**config.mk**
```make
export PLATFORM = sky130hd
export DESIGN_NAME = intrusion_sequencer
export DESIGN_NICKNAME = d
export VERILOG_FILES = /design/src/rtl/sec_pkg.sv /design/src/rtl/meas_scheduler.sv /design/src/rtl/intrusion_sequencer.sv
export SDC_FILE = /design/constraint.sdc
export NUM_CORES = 1
export LEC_CHECK = 0
export CORE_MARGIN = 2
export CORE_UTILIZATION = 30
export DETAILED_ROUTE_END_ITERATION = 10
export DONT_BUFFER_PORTS = 1
export GPL_ROUTABILITY_DRIVEN = 0
export REMOVE_ABC_BUFFERS = 1
export SETUP_SLACK_MARGIN = 0.5
export SLEW_MARGIN = 10
export SYNTH_ARGS = -nofsm -noshare
export SYNTH_HDL_FRONTEND = slang
export SYNTH_SLANG_ARGS = --single-unit
```
**constraint.sdc**
```tcl
create_clock -name CLK -period 2.2 [get_ports CLK]
set_input_delay 0.66 -clock CLK [delete_from_list [all_inputs] [get_ports CLK]]
set_output_delay 0.66 -clock CLK [all_outputs]
set_load 0.01 [all_outputs]
```
**src/rtl/sec_pkg.sv**
```systemverilog
// Shared types and constants for the intrusion sequencer.
//   sec_state_t : arming/alarm state codes (3-bit, codes 5-7 illegal)
//   DEF_THRESH  : default intrusion threshold in cm
//   DEF_HITS    : default consecutive hits needed to declare intrusion
//   CHIRP_HALF  : warning-chirp half period in CLK cycles
package sec_pkg;

  typedef enum logic [2:0] {
    ST_DISARMED = 3'd0,
    ST_EXIT     = 3'd1,
    ST_ARMED    = 3'd2,
    ST_ENTRY    = 3'd3,
    ST_ALARM    = 3'd4
  } sec_state_t;

  localparam int unsigned DEF_THRESH = 30;
  localparam int unsigned DEF_HITS   = 3;
  localparam int unsigned CHIRP_HALF = 1024;

  // Exit and entry delays share the warning-chirp behaviour.
  function automatic logic is_delay_state(input sec_state_t s);
    return (s == ST_EXIT) || (s == ST_ENTRY);
  endfunction

endpackage

```
**src/rtl/meas_scheduler.sv**
```systemverilog
// Periodic measurement scheduler for the ultrasonic sensor controller.
// Issues a one-cycle request every MEAS_PERIOD cycles, tracks whether a
// request is outstanding, and turns each returned reading or echo timeout
// into a one-cycle result with a hit/miss classification.
// Ports:
//   CLK, RST    : clock, synchronous active-high reset
//   en          : scheduler enable; low holds everything cleared
//   meas_done   : sensor result strobe, distance valid this cycle
//   distance    : measured distance in cm, 0 = no echo
//   meas_start  : registered one-cycle measurement request
//   res_valid   : combinational accepted-result pulse (reading or timeout)
//   res_hit     : qualifies res_valid; 1 = 0 < distance < THRESH
module meas_scheduler
  import sec_pkg::*;
#(
  parameter int unsigned DIST_W      = 8,
  parameter int unsigned THRESH      = DEF_THRESH,
  parameter int unsigned MEAS_PERIOD = 6000
) (
  input  logic              CLK,
  input  logic              RST,
  input  logic              en,
  input  logic              meas_done,
  input  logic [DIST_W-1:0] distance,
  output logic              meas_start,
  output logic              res_valid,
  output logic              res_hit
);

  localparam int unsigned PER_W = $clog2(MEAS_PERIOD) + 1;
  localparam logic [PER_W-1:0] PER_LAST = PER_W'(MEAS_PERIOD - 1);

  logic [PER_W-1:0] per_cnt;
  logic             outstanding;
  logic             wrap;
  logic             done_acc;
  logic             timeout;
  logic             issue;

  assign wrap     = (per_cnt == PER_LAST);
  // Strobes arriving with no request in flight are stale and dropped.
  assign done_acc = meas_done & outstanding;
  // A reading landing on the wrap cycle still counts as a reading.
  assign timeout  = wrap & outstanding & ~meas_done;
  // A new request goes out on wrap unless the previous one timed out.
  assign issue    = wrap & ~timeout;

  assign res_valid = done_acc | timeout;
  assign res_hit   = done_acc && (distance != '0) && (32'(distance) < THRESH);

  // NOTE: state registers use non-blocking assignments so every flop
  // samples the pre-edge values regardless of statement order.
  always_ff @(posedge CLK) begin
    if (RST || !en) begin
      per_cnt     <= '0;
      outstanding <= 1'b0;
      meas_start  <= 1'b0;
    end else begin
      per_cnt    <= wrap ? '0 : per_cnt + PER_W'(1);
      meas_start <= issue;
      if (issue)
        outstanding <= 1'b1;
      else if (res_valid)
        outstanding <= 1'b0;
    end
  end

endmodule

```
**src/rtl/intrusion_sequencer.sv**
```systemverilog
// Arming/alarm controller: runs the DISARMED/EXIT/ARMED/ENTRY/ALARM state
// machine, schedules sensor measurements through meas_scheduler, filters
// readings with a consecutive-hit counter and gates the alarm tone enable.
// Optional build macro SEC_DELAY_CHIRP_EN: when defined, Sound_En toggles
// every CHIRP_HALF cycles during EXIT and ENTRY, starting high on entry.
// Ports:
//   CLK, RST   : trigger-domain clock, synchronous active-high reset
//   Arm        : one-cycle arm request
//   Disarm     : one-cycle disarm request (top priority)
//   Meas_Done  : sensor result strobe; Distance valid this cycle
//   Distance   : measured distance in cm, 0 = no echo
//   Meas_Start : one-cycle measurement request
//   Sound_En   : alarm tone enable
//   Armed      : high in ARMED, ENTRY or ALARM
//   State      : current state code
module intrusion_sequencer
  import sec_pkg::*;
#(
  parameter int unsigned DIST_W      = 8,
  parameter int unsigned THRESH      = DEF_THRESH,
  parameter int unsigned HITS        = DEF_HITS,
  parameter int unsigned MEAS_PERIOD = 6000,
  parameter int unsigned EXIT_TICKS  = 20000,
  parameter int unsigned ENTRY_TICKS = 20000,
  parameter int unsigned ALARM_TICKS = 100000
) (
  input  logic              CLK,
  input  logic              RST,
  input  logic              Arm,
  input  logic              Disarm,
  input  logic              Meas_Done,
  input  logic [DIST_W-1:0] Distance,
  output logic              Meas_Start,
  output logic              Sound_En,
  output logic              Armed,
  output logic [2:0]        State
);

  // One delay counter serves all three timed states; sized for the longest.
  localparam int unsigned MAX_TICKS =
    (ALARM_TICKS > EXIT_TICKS) ?
      ((ALARM_TICKS > ENTRY_TICKS) ? ALARM_TICKS : ENTRY_TICKS) :
      ((EXIT_TICKS  > ENTRY_TICKS) ? EXIT_TICKS  : ENTRY_TICKS);
  localparam int unsigned DLY_W = $clog2(MAX_TICKS) + 1;
  localparam int unsigned HIT_W = $clog2(HITS) + 1;

  localparam logic [DLY_W-1:0] EXIT_LAST  = DLY_W'(EXIT_TICKS - 1);
  localparam logic [DLY_W-1:0] ENTRY_LAST = DLY_W'(ENTRY_TICKS - 1);
  localparam logic [DLY_W-1:0] ALARM_LAST = DLY_W'(ALARM_TICKS - 1);
  localparam logic [HIT_W-1:0] HITS_V     = HIT_W'(HITS);

  sec_state_t       state_q;
  sec_state_t       state_d;
  logic [DLY_W-1:0] dly_q;
  logic [HIT_W-1:0] hit_q;
  logic [HIT_W-1:0] hit_inc;
  logic             armed_q;
  logic             armed_d;
  logic             sound_q;
  logic             sound_d;
  logic             sched_en;
  logic             res_valid;
  logic             res_hit;

`ifdef SEC_DELAY_CHIRP_EN
  localparam int unsigned CHIRP_W = $clog2(CHIRP_HALF);
  localparam logic [CHIRP_W-1:0] CHIRP_LAST = CHIRP_W'(CHIRP_HALF - 1);
  logic [CHIRP_W-1:0] chirp_cnt_q;
`endif

  // Gating on the next state as well keeps a Disarm cycle from launching
  // one last request into DISARMED.
  assign sched_en = (state_q != ST_DISARMED) && (state_d != ST_DISARMED);

  meas_scheduler #(
    .DIST_W      (DIST_W),
    .THRESH      (THRESH),
    .MEAS_PERIOD (MEAS_PERIOD)
  ) u_sched (
    .CLK        (CLK),
    .RST        (RST),
    .en         (sched_en),
    .meas_done  (Meas_Done),
    .distance   (Distance),
    .meas_start (Meas_Start),
    .res_valid  (res_valid),
    .res_hit    (res_hit)
  );

  assign hit_inc = (hit_q >= HITS_V) ? HITS_V : hit_q + HIT_W'(1);

  // State register plus registered outputs and counters.
  always_ff @(posedge CLK) begin
    if (RST) begin
      state_q <= ST_DISARMED;
      dly_q   <= '0;
      hit_q   <= '0;
      armed_q <= 1'b0;
      sound_q <= 1'b0;
`ifdef SEC_DELAY_CHIRP_EN
      chirp_cnt_q <= '0;
`endif
    end else begin
      state_q <= state_d;
      armed_q <= armed_d;
      sound_q <= sound_d;

      // Restart on every state change; the exit condition of each timed
      // state fires on its last count, so the counter never wraps.
      if ((state_d != state_q) || (state_q == ST_DISARMED) || (state_q == ST_ARMED))
        dly_q <= '0;
      else
        dly_q <= dly_q + DLY_W'(1);

      // Hits only accumulate while ARMED; EXIT holds zero and the return
      // from ALARM starts a fresh count.
      if ((state_d == ST_DISARMED) || (state_d == ST_EXIT) ||
          ((state_q == ST_ALARM) && (state_d == ST_ARMED)))
        hit_q <= '0;
      else if ((state_q == ST_ARMED) && res_valid)
        hit_q <= res_hit ? hit_inc : '0;

`ifdef SEC_DELAY_CHIRP_EN
      if ((state_d != state_q) || !is_delay_state(state_q) ||
          (chirp_cnt_q == CHIRP_LAST))
        chirp_cnt_q <= '0;
      else
        chirp_cnt_q <= chirp_cnt_q + CHIRP_W'(1);
`endif
    end
  end

  // Next-state logic.
  // NOTE: every always_comb output gets a default first so no path
  // leaves it unassigned and infers a latch.
  always_comb begin
    state_d = state_q;
    case (state_q)
      ST_DISARMED: if (Arm) state_d = ST_EXIT;
      ST_EXIT:     if (dly_q == EXIT_LAST) state_d = ST_ARMED;
      ST_ARMED:    if (res_valid && res_hit && (hit_inc == HITS_V)) state_d = ST_ENTRY;
      ST_ENTRY:    if (dly_q == ENTRY_LAST) state_d = ST_ALARM;
      ST_ALARM:    if (dly_q == ALARM_LAST) state_d = ST_ARMED;
      default:     state_d = ST_DISARMED;
    endcase
    if (Disarm)
      state_d = ST_DISARMED;
  end

  // Output decode, evaluated on the next state so the registered outputs
  // line up with State.
  always_comb begin
    armed_d = (state_d == ST_ARMED) || (state_d == ST_ENTRY) || (state_d == ST_ALARM);
    sound_d = (state_d == ST_ALARM);
`ifdef SEC_DELAY_CHIRP_EN
    if (is_delay_state(state_d)) begin
      if (state_d != state_q)
        sound_d = 1'b1;
      else if (chirp_cnt_q == CHIRP_LAST)
        sound_d = ~sound_q;
      else
        sound_d = sound_q;
    end
`endif
  end

  assign State    = state_q;
  assign Armed    = armed_q;
  assign Sound_En = sound_q;

endmodule

```
==> results.toml <==
[timing]
tightestPinTransition_ps = 545
final.min_clock_period_ps = 2080
setup_tns_ps = 0
grt_setup_unrepaired = "true"
drv_slew = 0
max_freq_mhz = 482
relSlewSlack_pct = 63.4
setup_viol = 0
hold_viol = 0
skew_ps = 9.68
post-route-period-util_pct = 94.4

[detailed_routing]
ant_nets = 0
routed_via_density = 5.14
wl_met2_um = 2110
route.met3.wl_um = 141
drt-initial-drc-count = 92
top_layer_used = "met4"
drt_pass1_iterations = 4
route.detailed.drc = 0
wl_met1_um = 2120
wire_per_inst_um = 13.2
drt_wl_total_um = 4490
vias = 1749

[worst_setup_path]
reg2regPathDepth = 7
crit_cells = 7
critPathLaunchType = "flop"
worstPathCellList = "or4_4 -> or3_4 -> nor4_2 -> o22a_2 -> buf_6 -> clkbuf_16 -> nor3_1"
critical_path_required_ps = 2390
cp-end-kind = "flop"
crit_slowest_cell = "or4_4"
rrSetupSlack_ps = 120
critical-path-top-delay-family = "simple AND/OR/NAND/NOR gates"
max_stage_delay_ps = 530
crit_buf_inv = 2
cp.arrival_ps = 2270
worstSetupPathType = "reg -> reg"
path_max_fanout = 4

[job]
max-cap-violations = 0

[logic_synthesis]
yosysSeqAreaShare_pct = 40.9
ys.warnings.count = 0
synth.distinct_cells = 48
syn_avg_cell_area_sq_um = 8.83
synth_top_family_by_area = "simple AND/OR/NAND/NOR gates"
synthAdderAreaFrac_pct = 2.43
netlist_instances = 233
synthSimpleGateAreaFrac_pct = 31.7
synth_compound_area_share_pct = 9.37
syn_area_sq_um = 2060
async_reset_ff_share_pct = 0
yosys_most_used_dff = "dfxtp_1"
muxShareOfSynthArea_pct = 0
yosys.area_share.xor_xnor_pct = 12.3
ys_ff_latch = 42
synth_edf_count = 0

[placed_design]
post-dp-hpwl_um = 2910
place_area_sq_um = 2200
port_buffers = 0

[final_layout]
post-route-util_pct = 38.7
fill_cells = 667
diodes = 0
final_area_sq_um = 2600
nNetsFinal = 276
regArea_sq_um = 852
multi_input_area_sq_um = 1270
layout-drive-gt1-share_pct = 26.2
synthToLayoutAreaGrowth_pct = 26.3

[min_path]
min_path_cells = 1
holdCritPathClass = "in -> reg"

[clock_tree]
cts.sinks = 42
cts_tree = "yes"
cts_buffers = 5
cts_buffer_depth = 2
root_buffer = "clkbuf_8"
cts_max_level = 2
insertion_delay_ps = 290
cts.clk_slew.worst_paths_ps = 80

[floorplan]
io_pins = 19
core_area_sq_um = 6720
die_w_um = 86.8
rows = 30
start_util_pct = 30.6
die_h_um = 86.8
dieArea_sq_um = 7540

[global_route]
grt-ovfl-total = 0
grt_pass1_vias = 1642
grt_pass1_wl_um = 7360
grt_max_degree = 19
antenna_found_initial = 0
track_usage_pct = 12.3

[power_and_ir_drop]
ir_drop_uv = 207
leakage_uw = 0.000820
p_per_area_nw_per_um2 = 550

[outcome]
status = "finished clean"
[cells in the final DEF (no fill, tap or decap), types with 2 or more instances in the layout]
cell      instances
a21oi_1           3
a31oi_1           3
and2_1            2
and3_1            2
buf_12            2
buf_4            17
buf_6             3
clkbuf_8          5
dfxtp_1          33
dfxtp_2           9
ha_1              3
inv_1             4
nand2_1          15
nand2b_1          4
nand3_1          14
nand4_1          10
nand4b_1          2
nor2_1           30
nor2b_1           2
nor3_1           19
nor3_2            6
nor4b_1           2
or2_4             3
or4b_4            2
xnor2_1          13
xor2_1           16
[cell families (layout without fill, tap and decap cells)]
| kind of cell | count (synthesis) | after routing |
|---|---|---|
| DFF | 42 | 42 |
| and+or+nand+nor | 123 | 124 |
| adders and majority gates | 4 | 4 |
| buffers and inverters | 10 | 36 |
| xor gates and xnor gates | 29 | 29 |
| AOI/OAI and AO/OA | 25 | 25 |
[cell usage after synthesis, types with 2 or more instances]
master	number	area, sq um
a31oi_1	4	25.0
and3_1	2	12.5
o21ai_0	3	15.0
nand3_1	14	70.1
ha_1	4	50.1
nand4b_1	2	17.5
xnor2_1	13	114
nor4b_1	2	17.5
a21oi_1	3	15.0
nor2_1	31	116
or2_2	2	12.5
nor2b_1	2	12.5
inv_1	4	15.0
a21boi_0	2	15.0
nand4_1	10	62.6
dfxtp_1	42	841
nor4_2	2	25.0
buf_2	2	10.0
nor3_1	26	130
nand2_1	15	56.3
nand2b_1	4	25.0
nor3b_1	2	15.0
and2_1	2	12.5
xor2_1	16	140
[repair_timing]
item | in CTS | in global routing
endpoints found under the setup margin | 41 | 42
resized for setup | 16 | 25
pin swaps | 7 | 8
buffers inserted | 8 | 4
hold buffers | 0 | 0
cloned | 2 | 1
[stage by stage]
step                      hold slack [ps]  setup WS, ps  std cells  total power [uW]
after floorplan                       430           153        227               804
after global placement                446           159        317               821
after detailed placement              457           117        317               822
after CTS                             408           156        335              1440
after global routing                  396          67.9        340              1490
final                                 416           124        340              1430
[worst register-to-register path: cells and delay by family, from the launching register on]
| kind | cells | cell delay (ps) |
|---|---|---|
| simple gates | 4 | 1190 |
| flops | 1 | 330 |
| buf+inv | 2 | 270 |
| compound gates | 1 | 210 |
[area by class of cell]
| class | instances | share of cell area (%) |
|---|---|---|
| Clock buffer | 6 | 2.79 |
| Clock inverter | 2 | 1.45 |
| Inverter | 4 | 0.578 |
| Multi-Input combinational cell | 182 | 48.7 |
| Sequential cell | 42 | 32.8 |
| Tap cell | 80 | 3.85 |
| Timing Repair Buffer | 24 | 9.78 |
[metal layers]
layer	vias up	GRT usage, %
met5	-	0
met4	0	6.96
met3	10	2.76
met2	28	19.8
met1	823	15.0
li1	888	-
[state kept, by name, indices dropped and copies added, names as in the netlist]
| name | flops |
|---|---|
| u_sched.outstanding | 1 |
| State | 3 |
| dly_q | 18 |
| u_sched.meas_start | 1 |
| Armed | 1 |
| Sound_En | 1 |
| u_sched.per_cnt | 14 |
| hit_q | 3 |
[path summary, 6_finish.rpt]
kind                                                     from                             to
worst min-delay path                                      RST            State[1]$_SDFF_PP0_
worst max-delay path                     dly_q[13]$_SDFF_PP0_            dly_q[5]$_SDFF_PP0_
worst max register to register           dly_q[13]$_SDFF_PP0_            dly_q[5]$_SDFF_PP0_
worst min register to register  u_sched.per_cnt[0]$_SDFF_PP0_  u_sched.per_cnt[0]$_SDFF_PP0_
[report_power, final]
group	switching, uW	internal, uW	leakage, uW
Combinational	27.0	29.9	0.000426
Clock	269	339	0.0000514
Sequential	3.86	761	0.000343
Total	300	1130	0.000820
No activity file was read; power rests on OpenSTA's default activity.
